--- src/rtl/vga_sync_gen.sv ---
// VGA raster timing: pixel-rate divider, horizontal/vertical counters and
// registered sync/active-video flags aligned with the coordinates they describe.
module vga_sync_gen #(
  parameter int unsigned CLK_DIV   = 2,
  parameter int unsigned H_DISPLAY = 640,
  parameter int unsigned H_FRONT   = 16,
  parameter int unsigned H_SYNC    = 96,
  parameter int unsigned H_BACK    = 48,
  parameter int unsigned V_DISPLAY = 480,
  parameter int unsigned V_FRONT   = 10,
  parameter int unsigned V_SYNC    = 2,
  parameter int unsigned V_BACK    = 33,
  parameter bit          HS_POL    = 1'b0,
  parameter bit          VS_POL    = 1'b0
) (
  input  logic       clk,
  input  logic       reset,
  output logic       hsync,
  output logic       vsync,
  output logic       display_on,
  output logic [9:0] hpos,
  output logic [9:0] vpos,
  output logic       pixel_tick,
  output logic       line_end,
  output logic       frame_end
);

  localparam int unsigned H_TOTAL = H_DISPLAY + H_FRONT + H_SYNC + H_BACK;
  localparam int unsigned V_TOTAL = V_DISPLAY + V_FRONT + V_SYNC + V_BACK;

  generate
    if (H_TOTAL > 1024 || V_TOTAL > 1024) begin : g_total_too_large
      $error("vga_sync_gen: H_TOTAL and V_TOTAL must not exceed 1024");
    end
    if (CLK_DIV < 1) begin : g_bad_clk_div
      $error("vga_sync_gen: CLK_DIV must be at least 1");
    end
  endgenerate

  localparam int DIV_W = (CLK_DIV > 1) ? $clog2(CLK_DIV) : 1;
  localparam logic [DIV_W-1:0] DIV_LAST = DIV_W'(CLK_DIV - 1);

  localparam logic [9:0]  H_LAST   = 10'(H_TOTAL - 1);
  localparam logic [9:0]  V_LAST   = 10'(V_TOTAL - 1);
  localparam logic [10:0] H_DISP   = 11'(H_DISPLAY);
  localparam logic [10:0] V_DISP   = 11'(V_DISPLAY);
  localparam logic [10:0] HS_START = 11'(H_DISPLAY + H_FRONT);
  localparam logic [10:0] HS_STOP  = 11'(H_DISPLAY + H_FRONT + H_SYNC);
  localparam logic [10:0] VS_START = 11'(V_DISPLAY + V_FRONT);
  localparam logic [10:0] VS_STOP  = 11'(V_DISPLAY + V_FRONT + V_SYNC);

  logic [DIV_W-1:0] div_q, div_d;
  logic [9:0]       hpos_q, hpos_d;
  logic [9:0]       vpos_q, vpos_d;
  logic             hsync_q, hsync_d;
  logic             vsync_q, vsync_d;
  logic             display_q, display_d;

  assign pixel_tick = (div_q == DIV_LAST);
  assign line_end   = pixel_tick && (hpos_q == H_LAST);
  assign frame_end  = line_end && (vpos_q == V_LAST);

  // Flags are decoded from the next coordinates so that, once registered,
  // they line up with the coordinates shown in the same cycle.
  always_comb begin
    div_d  = div_q + DIV_W'(1);
    hpos_d = hpos_q;
    vpos_d = vpos_q;
    if (pixel_tick) begin
      div_d = '0;
      if (hpos_q == H_LAST) begin
        hpos_d = '0;
        vpos_d = (vpos_q == V_LAST) ? 10'd0 : vpos_q + 10'd1;
      end else begin
        hpos_d = hpos_q + 10'd1;
      end
    end

    hsync_d = (({1'b0, hpos_d} >= HS_START) && ({1'b0, hpos_d} < HS_STOP)) ? HS_POL : ~HS_POL;
    vsync_d = (({1'b0, vpos_d} >= VS_START) && ({1'b0, vpos_d} < VS_STOP)) ? VS_POL : ~VS_POL;
    display_d = ({1'b0, hpos_d} < H_DISP) && ({1'b0, vpos_d} < V_DISP);
  end

  always_ff @(posedge clk) begin
    if (reset) begin
      div_q     <= '0;
      hpos_q    <= '0;
      vpos_q    <= '0;
      hsync_q   <= ~HS_POL;
      vsync_q   <= ~VS_POL;
      display_q <= 1'b1;
    end else begin
      div_q     <= div_d;
      hpos_q    <= hpos_d;
      vpos_q    <= vpos_d;
      hsync_q   <= hsync_d;
      vsync_q   <= vsync_d;
      display_q <= display_d;
    end
  end

  assign hpos       = hpos_q;
  assign vpos       = vpos_q;
  assign hsync      = hsync_q;
  assign vsync      = vsync_q;
  assign display_on = display_q;

endmodule

--- config.mk ---
export PLATFORM = sky130hd
export DESIGN_NAME = vga_sync_gen
export DESIGN_NICKNAME = d
export VERILOG_FILES = /design/src/rtl/vga_sync_gen.sv
export SDC_FILE = /design/constraint.sdc
export NUM_CORES = 1
export LEC_CHECK = 0
export ABC_CLOCK_PERIOD_IN_PS = 2050
export BUFFER_PORTS_ARGS = -buffer_cell sky130_fd_sc_hd__clkbuf_2
export CORE_MARGIN = 5
export CORE_UTILIZATION = 35
export DETAILED_ROUTE_END_ITERATION = 8
export PLACE_DENSITY_LB_ADDON = 0.1
export SYNTH_ARGS = -nofsm -noshare
export SYNTH_HDL_FRONTEND = slang
export SYNTH_SLANG_ARGS = --single-unit
--- constraint.sdc ---
create_clock -name clk -period 2.05 [get_ports clk]
set_clock_uncertainty 0.15 [all_clocks]
set_input_delay 0.1025 -clock clk [delete_from_list [all_inputs] [get_ports clk]]
set_output_delay 0.1025 -clock clk [all_outputs]
set_load 0.01 [all_outputs]
==> results <==
- The number of warning messages in the yosys log is 0.
- Once the floorplan was initialized, standard cells occupied 37.0% of the core.
- STA classifies the critical path endpoint as a flip-flop.
- For the worst setup path, the data required time is 2160 ps.
- The worst min-delay path startpoint is vpos[0].
- The instance count of the mapped netlist is 145.
- The kind of path behind the tightest hold check is flip-flop to flip-flop.
- The area taken by flip-flops and latches is 483 µm².
- The synthesis-stage register bit count is 24.
- The number of clock sinks seen by CTS is 24.
- The commonest register cell after synthesis is dfxtp_1.
- The fill cell total of the finished layout is 355.
- Dividing the detail-routed wire length by the instance count gives 14.0 µm.
- The area overhead of the layout relative to synthesis is 34.5%.
- The number of enable flip-flop cells after synthesis is 0.
- The worst slew margin relative to its limit is 76.6%.
- The synthesized netlist net count is 150.
- The minimum clock period after layout is 1960 ps.
- The DRC violations left is 0.
- The top cell type by area accounts for 38.1% of the synthesized area.
- In the global route stage, overall resource usage came out at 14.1%.
- The largest vdd supply drop is 0.000273 V.
- The number of global-route vias before repair is 1184.
- The startpoint of the worst setup timing path is hpos[1].
- The root buffer cell chosen for the clock tree is clkbuf_4.
- The classification of the worst setup path is flip-flop to flip-flop.
- The worst setup path is launched from a flip-flop.
- Along the worst path, the maximum fanout reaches 5.
- The total global routing overflow is 0.
- The total iterations of the first detailed-routing run is 4.
- Wires add up to 3400 µm.
- The die covers 4910 µm².
- The post-route fraction of the period consumed by the critical path is 95.8%.
- Summed over all instances, the cell type with the most area after synthesis is dfxtp_1.
- The combined area of the multi-input logic cells is 763 µm².
- TritonCTS built the clock tree.
- In this run the power density over the cells is 507 nW/µm².
- For this block, the via count after detailed routing is 1241.
- The average size of a mapped cell is 8.71 µm².
- Sequential elements use 38.1% of the synthesized area.
- By area the synthesized netlist is led by dfxtp_1 (38%), nor2_1 (6.5%), xnor2_1 (5.6%), nand3_1 (4.0%), xor2_1 (3.5%).
- Yosys instantiated no cell more often than dfxtp_1.
- The number of distinct library cells after synthesis is 44.
- Entering global routing, the biggest net connects 15 pins.
- Row generation in the floorplan step produced 21 rows.
- Setup violations remaining at the end of the flow were counted as 0.
- For this design the static power due to leakage is 0.737 nW.
- The number of hold-slack violations in the final timing report came to 0.
- The worst-case clock buffer depth is 2.
- The post-route netlist has 33.0% of its cells at a drive strength greater than 1.
- Across the run, the number of max-cap violations was 0.
- In the routed layout, each cell is associated on average with a via count of 5.11.
- The initial antenna violation count is 0.
- In this run the horizontal extent of the chip is 70.1 µm.
- Derived from the worst setup path, the maximum achievable clock frequency is 0.509 GHz.
- Routability-driven placement finished with a final weighted congestion of 0.781.
- The detail route stage leaves a number of antenna-violating nets equal to 0.
- The number of pins with negative max-slew slack in the final report is 0.
- From bottom edge to top edge, the die measures 70.1 µm.
- The synthesized area is 1260 µm².
- Buffers placed on the I/O ports in this run total 27.
- In this run the standard cell core region covers 3420 µm².
- The fraction of synthesis flops using an asynchronous set or reset pin is 0%.
- The register clock-pin slew on the reported worst setup and hold paths is 140 ps.
- The clock buffer count from CTS is 3.
- The half-perimeter wire length of the detailed placement result is 2540 µm.
- CTS built an H-tree with a depth of 1.
- The minimum hold slack is 452 ps.
- The measured slew at the worst slew-check pin is 351 ps.
- The worst register-to-register path begins at hpos[1].
- The number of antenna diodes in the final layout is 0.
- The count of pins on the block boundary is 28.
- The setup TNS is 0 ps.
- The flow ran to the end, and the final reports show no timing, DRC or antenna violations.
- By count the netlist is led by dfxtp_1 (24), nor2_1 (22), nand2_1 (10), nand3_1 (10), xnor2_1 (8).
- The arrival time at the worst endpoint is 2080 ps.
- The first-pass GRT wire length is 5650 µm.
- The first routing iteration left 94 violations.
- The post-layout net count is 203.
- Clock latency on the worst-skew pair, taken at its later pin, is 320 ps.
==> critical path, stage by stage (launching register included) <==
cell	delay, ps
dfxtp_1	360
ha_1	170
and4bb_4	280
buf_4	130
nand4_2	150
buf_4	200
or3_1	330
a21oi_1	140
==> cell usage in the layout, fill, tap and decap left out, drive strengths merged, types with 3 or more instances in the layout <==
master,count
xnor2,8
clkbuf,30
ha,3
nand2,10
o21ai,3
a21oi,4
and3,4
xor2,5
buf,23
inv,5
nor3,3
a31oi,3
mux2i,4
nand4,8
dfxtp,24
nor2,22
nand3,11
==> per-layer routing <==
metal	track usage, %	vias up	share of wire, %
met5	0	-	0
met4	5.11	0	0.59
met3	3.16	2	6.6
met2	24.6	39	49
met1	17.0	572	43
li1	-	628	-
==> flip-flops by register name, summed over array words and instances (netlist names) <==
| signal | cells |
|---|---|
| pixel_tick | 1 |
| hpos | 10 |
| display_on | 1 |
| vpos | 10 |
| vsync | 1 |
| hsync | 1 |
==> area by class of cell <==
| type | count | share of cell area (%) |
|---|---|---|
| clock buffer | 3 | 1.33 |
| clock inverter | 1 | 1.77 |
| inverter | 6 | 1.40 |
| multi-input combinational | 112 | 45.0 |
| sequential | 24 | 28.4 |
| tap | 46 | 3.39 |
| timing repair buffer | 51 | 18.7 |
==> per-stage QoR <==
stage / util [%] / std cells / power (mW) / instance area, µm² / setup WS, ps
finish: 49.7 / 243 / 0.860 / 1700 / 86.4
global route: 49.7 / 243 / 0.896 / 1700 / -2.92
CTS: 47.8 / 237 / 0.878 / 1630 / 18.2
detailed placement: 45.5 / 231 / 0.524 / 1560 / 64.1
global placement: 45.5 / 231 / 0.524 / 1560 / 77.2
floorplan: - / 145 / 0.505 / 1260 / 66.7
==> logic make-up (layout without fill, tap and decap cells) <==
kind of cell	after synthesis	count (layout)	synth area share [%]
muxes	4	4	3.17
buffers and inverters	10	61	3.96
adders and majority gates	3	3	2.97
AOI/OAI and AO/OA	20	20	10.5
DFF	24	24	38.1
xor gates and xnor gates	13	13	9.02
and+or+nand+nor	71	72	32.3
==> where the power goes <==
part | internal [mW] | leakage [nW] | total (mW) | switching [mW]
sequential | 0.471 | 0.195 | 0.476 | 0.00548
combinational | 0.0183 | 0.514 | 0.0394 | 0.0211
clock | 0.198 | 0.0279 | 0.345 | 0.147
total | 0.687 | 0.737 | 0.860 | 0.174
==> timing repair <==
item,in CTS,in global routing
gates cloned,0,1
gates resized for setup,2,4
pin swaps,1,2
endpoints found under the hold margin,9,0
setup endpoints to repair,2,6
setup buffers,1,5
hold buffers,1,0
==> path summary, 6_finish.rpt <==
check / endpoint / cells after the start / slack [ps]
worst max-delay path: vpos[5] / 7 / 90
worst min-delay path: vpos[0] / 2 / 450
worst max register to register: vpos[5] / 7 / 90
worst min register to register: vpos[0] / 2 / 450
(Power assumes the default switching activity.)
